--- src/rtl/lc3_decode_pkg.sv ---
// Shared types and encodings for the LC3 Decode stage.
// Optional feature macro used by the top: LC3_DECODE_PERF_EN.
package lc3_decode_pkg;

  typedef enum logic [3:0] {
    OP_BR   = 4'b0000,
    OP_ADD  = 4'b0001,
    OP_LD   = 4'b0010,
    OP_ST   = 4'b0011,
    OP_JSR  = 4'b0100,
    OP_AND  = 4'b0101,
    OP_LDR  = 4'b0110,
    OP_STR  = 4'b0111,
    OP_RTI  = 4'b1000,
    OP_NOT  = 4'b1001,
    OP_LDI  = 4'b1010,
    OP_STI  = 4'b1011,
    OP_JMP  = 4'b1100,
    OP_RSVD = 4'b1101,
    OP_LEA  = 4'b1110,
    OP_TRAP = 4'b1111
  } opcode_t;

  typedef struct packed {
    logic [1:0] alu_ctl;
    logic [1:0] pcsel1;
    logic       pcsel2;
    logic       op2sel;
  } e_ctl_t;

  typedef enum logic [1:0] {
    W_ALUOUT = 2'b00,
    W_MEMOUT = 2'b01,
    W_PCOUT  = 2'b10
  } w_ctl_t;

  localparam logic [1:0] ALU_ADD     = 2'b00;
  localparam logic [1:0] ALU_AND     = 2'b01;
  localparam logic [1:0] ALU_NOT     = 2'b10;
  localparam logic [1:0] PCSEL1_NONE = 2'b00;
  localparam logic [1:0] PCSEL1_OFF9 = 2'b01;
  localparam logic [1:0] PCSEL1_OFF6 = 2'b10;
  localparam logic [1:0] PCSEL1_ZERO = 2'b11;
  localparam logic       PCSEL2_VSR1 = 1'b0;
  localparam logic       PCSEL2_NPC  = 1'b1;
  localparam logic       OP2SEL_IMM5 = 1'b0;
  localparam logic       OP2SEL_VSR2 = 1'b1;

  // Bit 5 of ADD/AND clear means the second operand comes from a register.
  function automatic logic op2_from_reg(input logic imm_flag);
    return imm_flag ? OP2SEL_IMM5 : OP2SEL_VSR2;
  endfunction

endpackage

--- src/rtl/lc3_decode_if.sv ---
// decode_in bus between Fetch/controller (master) and the Decode stage (slave).
interface lc3_decode_if #(
  parameter int INSTR_W = 16,
  parameter int PSR_W   = 3
);
  logic               enable_decode;
  logic [INSTR_W-1:0] instr_dout;
  logic [INSTR_W-1:0] npc_in;
  logic [PSR_W-1:0]   psr;
  logic [INSTR_W-1:0] IR;
  logic [INSTR_W-1:0] npc_out;
  logic [PSR_W-1:0]   psr_out;
  logic [5:0]         E_Control;
  logic [1:0]         W_Control;
  logic               Mem_Control;
  logic               decode_valid;
  logic               illegal_op;

  modport master (
    output enable_decode, instr_dout, npc_in, psr,
    input  IR, npc_out, psr_out, E_Control, W_Control, Mem_Control,
           decode_valid, illegal_op
  );

  modport slave (
    input  enable_decode, instr_dout, npc_in, psr,
    output IR, npc_out, psr_out, E_Control, W_Control, Mem_Control,
           decode_valid, illegal_op
  );
endinterface

--- src/rtl/lc3_decode_ctrl.sv ---
// Combinational opcode decoder: opcode and imm flag -> Execute/Writeback/Memory controls.
module lc3_decode_ctrl
  import lc3_decode_pkg::*;
(
  input  logic [3:0] i_opcode,
  input  logic       i_imm_flag,
  output e_ctl_t     o_e_ctl,
  output w_ctl_t     o_w_ctl,
  output logic       o_mem_ctl,
  output logic       o_illegal
);

  opcode_t w_op;
  assign w_op = opcode_t'(i_opcode);

  // Unsupported opcodes leave every control field at zero and raise o_illegal.
  always_comb begin
    o_e_ctl   = '0;
    o_w_ctl   = W_ALUOUT;
    o_mem_ctl = 1'b0;
    o_illegal = 1'b0;
    case (w_op)
      OP_ADD: begin
        o_e_ctl.alu_ctl = ALU_ADD;
        o_e_ctl.op2sel  = op2_from_reg(i_imm_flag);
      end
      OP_AND: begin
        o_e_ctl.alu_ctl = ALU_AND;
        o_e_ctl.op2sel  = op2_from_reg(i_imm_flag);
      end
      OP_NOT: o_e_ctl.alu_ctl = ALU_NOT;
      OP_BR, OP_ST: begin
        o_e_ctl.pcsel1 = PCSEL1_OFF9;
        o_e_ctl.pcsel2 = PCSEL2_NPC;
      end
      OP_LD: begin
        o_e_ctl.pcsel1 = PCSEL1_OFF9;
        o_e_ctl.pcsel2 = PCSEL2_NPC;
        o_w_ctl        = W_MEMOUT;
      end
      OP_LDI: begin
        o_e_ctl.pcsel1 = PCSEL1_OFF9;
        o_e_ctl.pcsel2 = PCSEL2_NPC;
        o_w_ctl        = W_MEMOUT;
        o_mem_ctl      = 1'b1;
      end
      OP_STI: begin
        o_e_ctl.pcsel1 = PCSEL1_OFF9;
        o_e_ctl.pcsel2 = PCSEL2_NPC;
        o_mem_ctl      = 1'b1;
      end
      OP_LEA: begin
        o_e_ctl.pcsel1 = PCSEL1_OFF9;
        o_e_ctl.pcsel2 = PCSEL2_NPC;
        o_w_ctl        = W_PCOUT;
      end
      OP_LDR: begin
        o_e_ctl.pcsel1 = PCSEL1_OFF6;
        o_e_ctl.pcsel2 = PCSEL2_VSR1;
        o_w_ctl        = W_MEMOUT;
      end
      OP_STR: begin
        o_e_ctl.pcsel1 = PCSEL1_OFF6;
        o_e_ctl.pcsel2 = PCSEL2_VSR1;
      end
      OP_JMP: begin
        o_e_ctl.pcsel1 = PCSEL1_ZERO;
        o_e_ctl.pcsel2 = PCSEL2_VSR1;
      end
      OP_JSR, OP_RTI, OP_RSVD, OP_TRAP: o_illegal = 1'b1;
      default: o_illegal = 1'b1;
    endcase
  end

endmodule

--- src/rtl/lc3_decode_stage.sv ---
// LC3 Decode pipeline stage: registers the Fetch word and its decoded controls.
// Optional capture counter enabled by defining LC3_DECODE_PERF_EN.
module lc3_decode_stage
  import lc3_decode_pkg::*;
#(
  parameter int INSTR_W = 16,
  parameter int PSR_W   = 3
) (
  input  logic        clock,
  input  logic        reset,
  lc3_decode_if.slave bus
`ifdef LC3_DECODE_PERF_EN
  ,
  output logic [15:0] decode_count
`endif
);

  e_ctl_t w_e_ctl;
  w_ctl_t w_w_ctl;
  logic   w_mem_ctl;
  logic   w_illegal;

  lc3_decode_ctrl u_ctrl (
    .i_opcode   (bus.instr_dout[INSTR_W-1 -: 4]),
    .i_imm_flag (bus.instr_dout[5]),
    .o_e_ctl    (w_e_ctl),
    .o_w_ctl    (w_w_ctl),
    .o_mem_ctl  (w_mem_ctl),
    .o_illegal  (w_illegal)
  );

  logic [INSTR_W-1:0] r_ir;
  logic [INSTR_W-1:0] r_npc;
  logic [PSR_W-1:0]   r_psr;
  e_ctl_t             r_e_ctl;
  w_ctl_t             r_w_ctl;
  logic               r_mem_ctl;
  logic               r_valid;
  logic               r_illegal;

  // Capture on enable; everything holds otherwise, valid tracks the strobe.
  always_ff @(posedge clock) begin
    if (!reset) begin
      r_ir      <= '0;
      r_npc     <= '0;
      r_psr     <= '0;
      r_e_ctl   <= '0;
      r_w_ctl   <= W_ALUOUT;
      r_mem_ctl <= 1'b0;
      r_valid   <= 1'b0;
      r_illegal <= 1'b0;
    end else begin
      r_valid <= bus.enable_decode;
      if (bus.enable_decode) begin
        r_ir      <= bus.instr_dout;
        r_npc     <= bus.npc_in;
        r_psr     <= bus.psr;
        r_e_ctl   <= w_e_ctl;
        r_w_ctl   <= w_w_ctl;
        r_mem_ctl <= w_mem_ctl;
        r_illegal <= w_illegal;
      end
    end
  end

  assign bus.IR           = r_ir;
  assign bus.npc_out      = r_npc;
  assign bus.psr_out      = r_psr;
  assign bus.E_Control    = r_e_ctl;
  assign bus.W_Control    = r_w_ctl;
  assign bus.Mem_Control  = r_mem_ctl;
  assign bus.decode_valid = r_valid;
  assign bus.illegal_op   = r_illegal;

`ifdef LC3_DECODE_PERF_EN
  logic [15:0] r_count;

  // Saturating count of capture edges, illegal opcodes included.
  always_ff @(posedge clock) begin
    if (!reset) begin
      r_count <= 16'd0;
    end else if (bus.enable_decode && (r_count != 16'hFFFF)) begin
      r_count <= r_count + 16'd1;
    end
  end

  assign decode_count = r_count;
`endif

endmodule

--- src/flat_wrapper.sv ---
// flat-port wrapper written by rule: the top's interface ports become plain ports
module lc3_decode_stage_flat import lc3_decode_pkg::*;
#(
  parameter int INSTR_W = 16,
  parameter int PSR_W   = 3
)
  (clock, reset, bus_enable_decode, bus_instr_dout, bus_npc_in, bus_psr, bus_IR, bus_npc_out, bus_psr_out, bus_E_Control, bus_W_Control, bus_Mem_Control, bus_decode_valid, bus_illegal_op);
  lc3_decode_if #(.INSTR_W(INSTR_W), .PSR_W(PSR_W)) bus_i ();
  input  logic clock;
  input  logic reset;
  input wire logic [$bits(bus_i.enable_decode)-1:0] bus_enable_decode;
  input wire logic [$bits(bus_i.instr_dout)-1:0] bus_instr_dout;
  input wire logic [$bits(bus_i.npc_in)-1:0] bus_npc_in;
  input wire logic [$bits(bus_i.psr)-1:0] bus_psr;
  output wire logic [$bits(bus_i.IR)-1:0] bus_IR;
  output wire logic [$bits(bus_i.npc_out)-1:0] bus_npc_out;
  output wire logic [$bits(bus_i.psr_out)-1:0] bus_psr_out;
  output wire logic [$bits(bus_i.E_Control)-1:0] bus_E_Control;
  output wire logic [$bits(bus_i.W_Control)-1:0] bus_W_Control;
  output wire logic [$bits(bus_i.Mem_Control)-1:0] bus_Mem_Control;
  output wire logic [$bits(bus_i.decode_valid)-1:0] bus_decode_valid;
  output wire logic [$bits(bus_i.illegal_op)-1:0] bus_illegal_op;
  assign bus_i.enable_decode = bus_enable_decode;
  assign bus_i.instr_dout = bus_instr_dout;
  assign bus_i.npc_in = bus_npc_in;
  assign bus_i.psr = bus_psr;
  assign bus_IR = bus_i.IR;
  assign bus_npc_out = bus_i.npc_out;
  assign bus_psr_out = bus_i.psr_out;
  assign bus_E_Control = bus_i.E_Control;
  assign bus_W_Control = bus_i.W_Control;
  assign bus_Mem_Control = bus_i.Mem_Control;
  assign bus_decode_valid = bus_i.decode_valid;
  assign bus_illegal_op = bus_i.illegal_op;
  lc3_decode_stage #(.INSTR_W(INSTR_W), .PSR_W(PSR_W)) u_core (.clock(clock), .reset(reset), .bus(bus_i));
endmodule
--- config.mk ---
export PLATFORM = sky130hd
export DESIGN_NAME = lc3_decode_stage_flat
export DESIGN_NICKNAME = d
export VERILOG_FILES = /design/src/rtl/lc3_decode_pkg.sv /design/src/rtl/lc3_decode_if.sv /design/src/rtl/lc3_decode_ctrl.sv /design/src/rtl/lc3_decode_stage.sv /design/src/flat_wrapper.sv
export SDC_FILE = /design/constraint.sdc
export NUM_CORES = 1
export LEC_CHECK = 0
export ABC_AREA = 1
export CAP_MARGIN = 20
export CORE_ASPECT_RATIO = 0.6
export CORE_MARGIN = 2
export CORE_UTILIZATION = 47
export CTS_BUF_LIST = sky130_fd_sc_hd__clkbuf_4 sky130_fd_sc_hd__clkbuf_8
export CTS_CLUSTER_SIZE = 16
export DETAILED_ROUTE_END_ITERATION = 16
export PLACE_DENSITY_LB_ADDON = 0.15
export SLEW_MARGIN = 10
export SYNTH_ARGS = -nofsm -noshare
export SYNTH_HDL_FRONTEND = slang
export SYNTH_HIERARCHICAL = 1
export SYNTH_SLANG_ARGS = --single-unit
--- constraint.sdc ---
create_clock -name clock -period 1.1 [get_ports clock]
set_input_delay 0.22 -clock clock [delete_from_list [all_inputs] [get_ports clock]]
set_output_delay 0.22 -clock clock [all_outputs]
set_load 0.05 [all_outputs]
Yosys cells after proc, flatten, opt, wreduce, memory -nomap -nowiden

Cells that the tools add are included.

Logic and storage cells: 40
Register bits: 46
Output and inout bits: 46

Mux-type cells: 7
Reductions and logical operators: 7
Equality and inequality tests: 15

Operator list:

| cell                                                 | number |
|---|---|
| equality test 4 bit (second input constant)          | 8 |
| equality test 4 x 3 -> 1 bit (second input constant) | 4 |
| case mux 3 bit (3 select lines)                      | 1 |
| equality test 4 x 2 -> 1 bit (second input constant) | 2 |
| case mux 2 bit (2 select lines)                      | 2 |
| OR reduction 2 bit                                   | 3 |
| OR reduction 6 bit                                   | 1 |
| equality test 4 x 1 -> 1 bit (second input constant) | 1 |
| zero test 4 bit                                      | 1 |
| two-way mux 1 bit                                    | 4 |
| OR reduction 4 bit                                   | 1 |
| OR reduction 3 bit                                   | 1 |

Longest topological paths before layout

Gate-level depths: netlist of the first run.

Depth after elaboration: 3
Mapped depth: 9

Modules after synthesis

Netlist of the first run, hierarchy kept.

By module, submodules not included:

| module           | cells an instance | seq. area each (µm²) | area an instance (µm²) | times used |
|---|---|---|---|---|
| lc3_decode_stage | 288               | 920.9                | 1,911.8                | 1 |
| lc3_decode_ctrl  | 29                | 0.0                  | 121.4                  | 1 |

Least setup slack after synthesis of the first run

OpenSTA, ideal clock, no wires.

Path kind: reg2reg
Start point: register, netlist name u_core/bus.IR[13]
End point: register u_core.r_ir[13] (netlist: u_core/bus.IR[13])
Path buffers: 0
Data arrival time: 0.794 ns
Cell stages (with the launch flop): 3
Path slack: 0.242 ns
Data required time: 1.036 ns
Cells stage by stage: dfxtp_1 > nor2_1 > nor2_1

RTL lines:

| item                 | line                   | text |
|---|---|---|
| to (signal assigned) | lc3_decode_stage.sv:55 | `r_ir <= bus.instr_dout;` |
| to (decl)            | lc3_decode_stage.sv:32 | `logic [INSTR_W-1:0] r_ir;` |

Final worst setup path of the first run

Start point: register u_core.r_npc[9] (netlist: u_core/bus.npc_out[9])
End point: output port bus_npc_out[9]

RTL lines:

| item                   | line                   | text |
|---|---|---|
| from (decl)            | lc3_decode_stage.sv:33 | `logic [INSTR_W-1:0] r_npc;` |
| from (signal assigned) | lc3_decode_stage.sv:56 | `r_npc <= bus.npc_in;` |
| to (decl)              | flat_wrapper.sv:16     | `output wire logic [$bits(bus_i.npc_out)-1:0] bus_npc_out;` |

No word-level cell between the ends.

==> results_dict.tcl, run 1 <==
set metrics [dict create \
    rsz0062_at_grt "false" \
    layout_commonest_cell "nand2_1" \
    hpwl_um 3730 \
    port_buffers 83 \
    fp.coreArea_sq_um 4120 \
    worstSetupPathType "reg -> out" \
    ys_warn_count 6 \
    clock_sinks 46 \
    cts_buffer_depth 2 \
    grt_pass1_wl_um 8070 \
    cts.clk_slew.worst_paths_ns 0.08 \
    numCtsBuffers 5 \
    slew_violations 0 \
    wirelength_um 5090 \
    whs_ns 0.344 \
    cap_violations 0 \
    final_nets 436 \
    start_util_pct 49.3 \
    p_per_area_nw_per_um2 1260 \
    synth.avg_cell_area_sq_um 6.41 \
    vias 2020 \
    die_w_um 88.9 \
    finClkSkew_ns 0 \
    drc 0 \
    setup_violations 0 \
    grtUsageTotal_pct 22.3 \
    ys_seq_elements 46 \
    grt_max_degree 50 \
    synth_cell_types 12 \
    r2r_end "u_core/bus.E_Control[4]" \
    hold_start "reset" \
    slew_headroom_pct 83.6 \
    reg2reg_from "u_core/bus.E_Control[4]" \
    worstHoldEndpoint "u_core/bus.npc_out[5]" \
    worstRegToRegCells 2 \
    syn_inst 317 \
    postLayoutSetupSlackWorst_ns 0.0335 \
    post-place-ws_ns -0.377 \
    cts_tree "done" \
    final_cell_mix "103 x nand2_1, 96 x nor2_1, 50 x buf_12, 50 x inv_1, 38 x dfxtp_1" \
    place_congestion 0.884 \
    tightest_slew_ns 0.246 \
    cp.required_ns 0.88 \
    ios 84 \
    drive_above_1_share_pct 18.8 \
    cp_cell_sequence "buf_12" \
    grt_pass1_vias 1932 \
    grt_overflow_total 0 \
    final-hold-violation-count 0 \
    syn_nets 355 \
    period_share_pct 97.0 \
    cp_slowest_cell "dfxtp_1" \
    worstSetupEndpointType "output port" \
    outcome "completed" \
    arrival_ns 0.85 \
    fillers 276 \
    cp_num_buf_inv 1 \
    drt-wirelength-per-cell_um 11.1 \
    slowest_delay_ns 0.40 \
    drtIter0Drc 55 \
    min_path_type "in -> reg" \
    drt-pass1-iter-count 4 \
    crit_path_start_kind "register" \
    dieArea_sq_um 4890 \
    antenna_found_initial 0 \
    area_delta_synth_final_pct 69.7 \
    hold-path-cell-count 4 \
    cts-root-buf "clkbuf_8" \
    synth_area_sq_um 2030 \
    antenna_left 0 \
    htree_levels 2 \
    r2r_slack_ns 0.43 \
    vdd_drop_max_mv 0.840 \
    cp_max_fo 2 \
    fmax_ghz 0.938 \
    fp-row-count 18 \
    n_antenna_cell 0 \
    path_delay_family "flip-flops" \
    worstSkewPairLatency_ns 0.29 \
    final_util_pct 83.7 \
    die_y_um 54.9 \
    period_needed_ns 1.07 \
    p_leak_nw 1.77 \
    vias_per_cell 4.40 \
    ys_seq_area_share_pct 45.3 \
    holdBufCountCts 0 \
]
[worst max-delay path by stage]
stage,slack (ns),startpoint,cells after the start,endpoint
global route,0.0005,u_core/bus.IR[9],1,bus_IR[9]
floorplan,0.24,u_core/bus.IR[13],2,u_core/bus.IR[13]
finish,0.03,u_core/bus.npc_out[9],1,bus_npc_out[9]
CTS,0.01,u_core/bus.npc_out[3],1,bus_npc_out[3]
detailed placement,-0.38,bus_instr_dout[15],8,u_core/bus.E_Control[1]
global placement,-0.27,bus_instr_dout[15],10,u_core/bus.illegal_op
[layer usage]
metal | wire (um) | share of wire [%] | track usage (%) | vias to the layer above
met5 | 0 | 0 | 0 | -
met4 | 92 | 1.8 | 8.33 | 0
met3 | 467 | 9.2 | 9.94 | 14
met2 | 2590 | 51 | 42.4 | 68
met1 | 1940 | 38 | 22.0 | 889
li1 | - | - | - | 1049
[tightest hold or removal path, delay by kind of cell]
kind          cells  cell delay [ns]
simple gates      2             0.09
buf+inv           2             0.28
[kinds of logic after synthesis]
logic type	synth area share, %
DFF	45.3
and+or+nand+nor	37.6
buffers and inverters	16.4
AOI/OAI and AO/OA	0.677
[sequential cells by signal, summed over array words and instances, names as in the netlist]
register                 cells
u_core/bus.IR               16
u_core/bus.npc_out          16
u_core/bus.E_Control         6
u_core/bus.psr_out           3
u_core/bus.W_Control         2
u_core/bus.Mem_Control       1
u_core/bus.decode_valid      1
u_core/bus.illegal_op        1
[area by class of cell]
class	instances	area, sq um	area share [%]
sequential	46	931	27.0
inverter	52	195	5.66
clock buffer	7	90.1	2.61
clock inverter	1	5.00	0.145
multi-input combinational	204	778	22.6
timing repair buffer	89	1380	39.9
tap	60	75.1	2.18
[Yosys cell counts, drive strengths merged]
master	number	area share, %
inv	52	9.6
buf	14	6.5
dfxtp	46	45
nor3	1	0.25
nor2	96	18
nand2	105	20
clkbuf	1	0.37
o21ai	2	0.68
[power by group]
part	internal, mW	total [mW]	switching [mW]	leakage (nW)
logic	0.657	1.36	0.699	1.33
clock network	0.533	1.09	0.561	0.0517
registers	1.78	1.90	0.117	0.384
total	2.97	4.35	1.38	1.77
[timing repair]
action | CTS | global route
setup endpoints to repair | 3 | 13
gates resized for setup | 5 | 8
cloned | 0 | 0
setup buffers | 0 | 0
[metrics by stage]
| stage | instances | power (mW) | setup TNS (ns) | instance area [sq um] |
|---|---|---|---|---|
| after floorplan | 317 | 2.58 | 0 | 2030 |
| after global placement | 451 | 3.26 | -2.33 | 3350 |
| after detailed placement | 451 | 3.30 | -3.04 | 3350 |
| after CTS | 459 | 4.39 | 0 | 3440 |
| after global routing | 459 | 4.54 | 0 | 3450 |
| final | 459 | 4.35 | 0 | 3450 |
Power figures use the tool's default switching activity.
==> inputs of run 2 (changes only) <==
MAX_ROUTING_LAYER = met4   (was unset)
==> run 2 against run 1 <==
Sequential power hardly changed. Largest power group unchanged. Non-clock buffer count stayed put. Worst setup slack hardly changed. Combinational power hardly changed. Sequential cell count stayed put. Sequential share of layout area stayed put. Fmax hardly changed. Highest routed layer unchanged. Global-route usage is 0.63 points higher. Wire length hardly changed. Count of clock-buffer cells in the layout stayed put. Largest cell class unchanged. Worst hold slack worse by 0.00095 ns. Utilization stayed put.
==> results_dict.tcl, run 2 (same netlist as run 1, synthesis figures left out) <==
set metrics [dict create \
    period_share_pct 97.0 \
    crit_start "u_core/bus.npc_out[9]" \
    rsz0062_at_grt "false" \
    slew_violations 0 \
    multiInputGateArea_sq_um 778 \
    worstSkewPairLatency_ns 0.29 \
    final_cell_mix "103 x nand2_1, 96 x nor2_1, 50 x buf_12, 50 x inv_1, 38 x dfxtp_1" \
    cap_violations 0 \
    post-place-ws_ns -0.377 \
    p_leak_nw 1.77 \
    clock_sinks 46 \
    final_util_pct 83.7 \
    numCtsBuffers 5 \
    grt_pass1_wl_um 8050 \
    fp-row-count 18 \
    die_w_um 88.9 \
    vias 2024 \
    slew_headroom_pct 84.4 \
    vias_per_cell 4.41 \
    antenna_found_initial 0 \
    stdcell_area_sq_um 3450 \
    min_path_type "in -> reg" \
    antenna_left 0 \
    period_needed_ns 1.07 \
    drc 0 \
    layout_commonest_cell "nand2_1" \
    cp_num_buf_inv 1 \
    vdd_drop_max_mv 0.846 \
    place_inst 451 \
    grtUsageTotal_pct 22.9 \
    ff_latch_area_sq_um 931 \
    grt_overflow_total 0 \
    postLayoutSetupSlackWorst_ns 0.0335 \
    cp_slowest_cell "dfxtp_1" \
    hpwl_um 3730 \
    drive_above_1_share_pct 18.8 \
    arrival_ns 0.85 \
    hold_start "reset" \
    instances_no_fill 459 \
    tightest_slew_ns 0.235 \
    final-hold-violation-count 0 \
    setup_violations 0 \
    final_nets 436 \
    drt-pass1-iter-count 4 \
    cts_tree "done" \
    dieArea_sq_um 4890 \
    grt_pass1_vias 1938 \
    ios 84 \
    worstSetupPathType "reg -> out" \
    cts-root-buf "clkbuf_8" \
    path_delay_family "flip-flops" \
    n_antenna_cell 0 \
    crit_path_start_kind "register" \
    slowest_delay_ns 0.40 \
    cp.required_ns 0.88 \
    p_per_area_nw_per_um2 1260 \
    drtIter0Drc 54 \
    cts.clk_slew.worst_paths_ns 0.08 \
    port_buffers 83 \
    die_y_um 54.9 \
    outcome "completed" \
    place_congestion 0.899 \
    fmax_ghz 0.938 \
    finClkSkew_ns 0 \
    fin_setup_tns_ns 0 \
    cp_cell_sequence "buf_12" \
    reg2reg_from "u_core/bus.E_Control[4]" \
    cts_buffer_depth 2 \
    worstSetupEndpointType "output port" \
    drt-wirelength-per-cell_um 11.1 \
    fp.coreArea_sq_um 4120 \
    cp_max_fo 2 \
    start_util_pct 49.3 \
    grt_max_degree 50 \
    fillers 276 \
    post_dp_cell_area_sq_um 3350 \
    area_delta_synth_final_pct 69.7 \
    wirelength_um 5090 \
    htree_levels 2 \
]
run 2: repair_timing:
item / in CTS / in global routing
resized for setup: 5 / 8
buffers inserted: 0 / 0
setup endpoints to repair: 3 / 13
hold buffers: 0 / 0
run 2: stage by stage:
stage | total power [mW] | hold slack [ns]
3_3_place_gp | 3.26 | 0.493
2_1_floorplan | 2.58 | 0.408
3_5_place_dp | 3.30 | 0.498
5_1_grt | 4.54 | 0.337
6_report | 4.35 | 0.343
4_1_cts | 4.39 | 0.337
run 2: final timing paths:
kind / end / slack [ns] / cells after the start
worst max-delay path: bus_npc_out[9] / 0.03 / 1
worst min register to register: u_core/bus.npc_out[5] / 0.50 / 2
worst max register to register: u_core/bus.E_Control[4] / 0.45 / 2
worst min-delay path: u_core/bus.npc_out[5] / 0.34 / 4
run 2: power by group:
part	total, mW	internal [mW]	switching (mW)	leakage [nW]
logic	1.36	0.657	0.698	1.33
registers	1.90	1.78	0.117	0.384
clock network	1.10	0.533	0.565	0.0517
total	4.35	2.97	1.38	1.77
run 2: layout make-up:
class | instances | area share (%)
Timing Repair Buffer | 89 | 39.9
Sequential cell | 46 | 27.0
Multi-Input combinational cell | 204 | 22.6
Inverter | 52 | 5.66
Clock buffer | 7 | 2.61
Tap cell | 60 | 2.18
Clock inverter | 1 | 0.145
run 2: metal layers:
layer	wire length, um	global-route usage [%]	vias up
li1	-	-	1049
met1	1980	21.9	894
met2	2590	42.7	72
met3	457	9.64	9
met4	59	8.33	0
met5	0	-	-
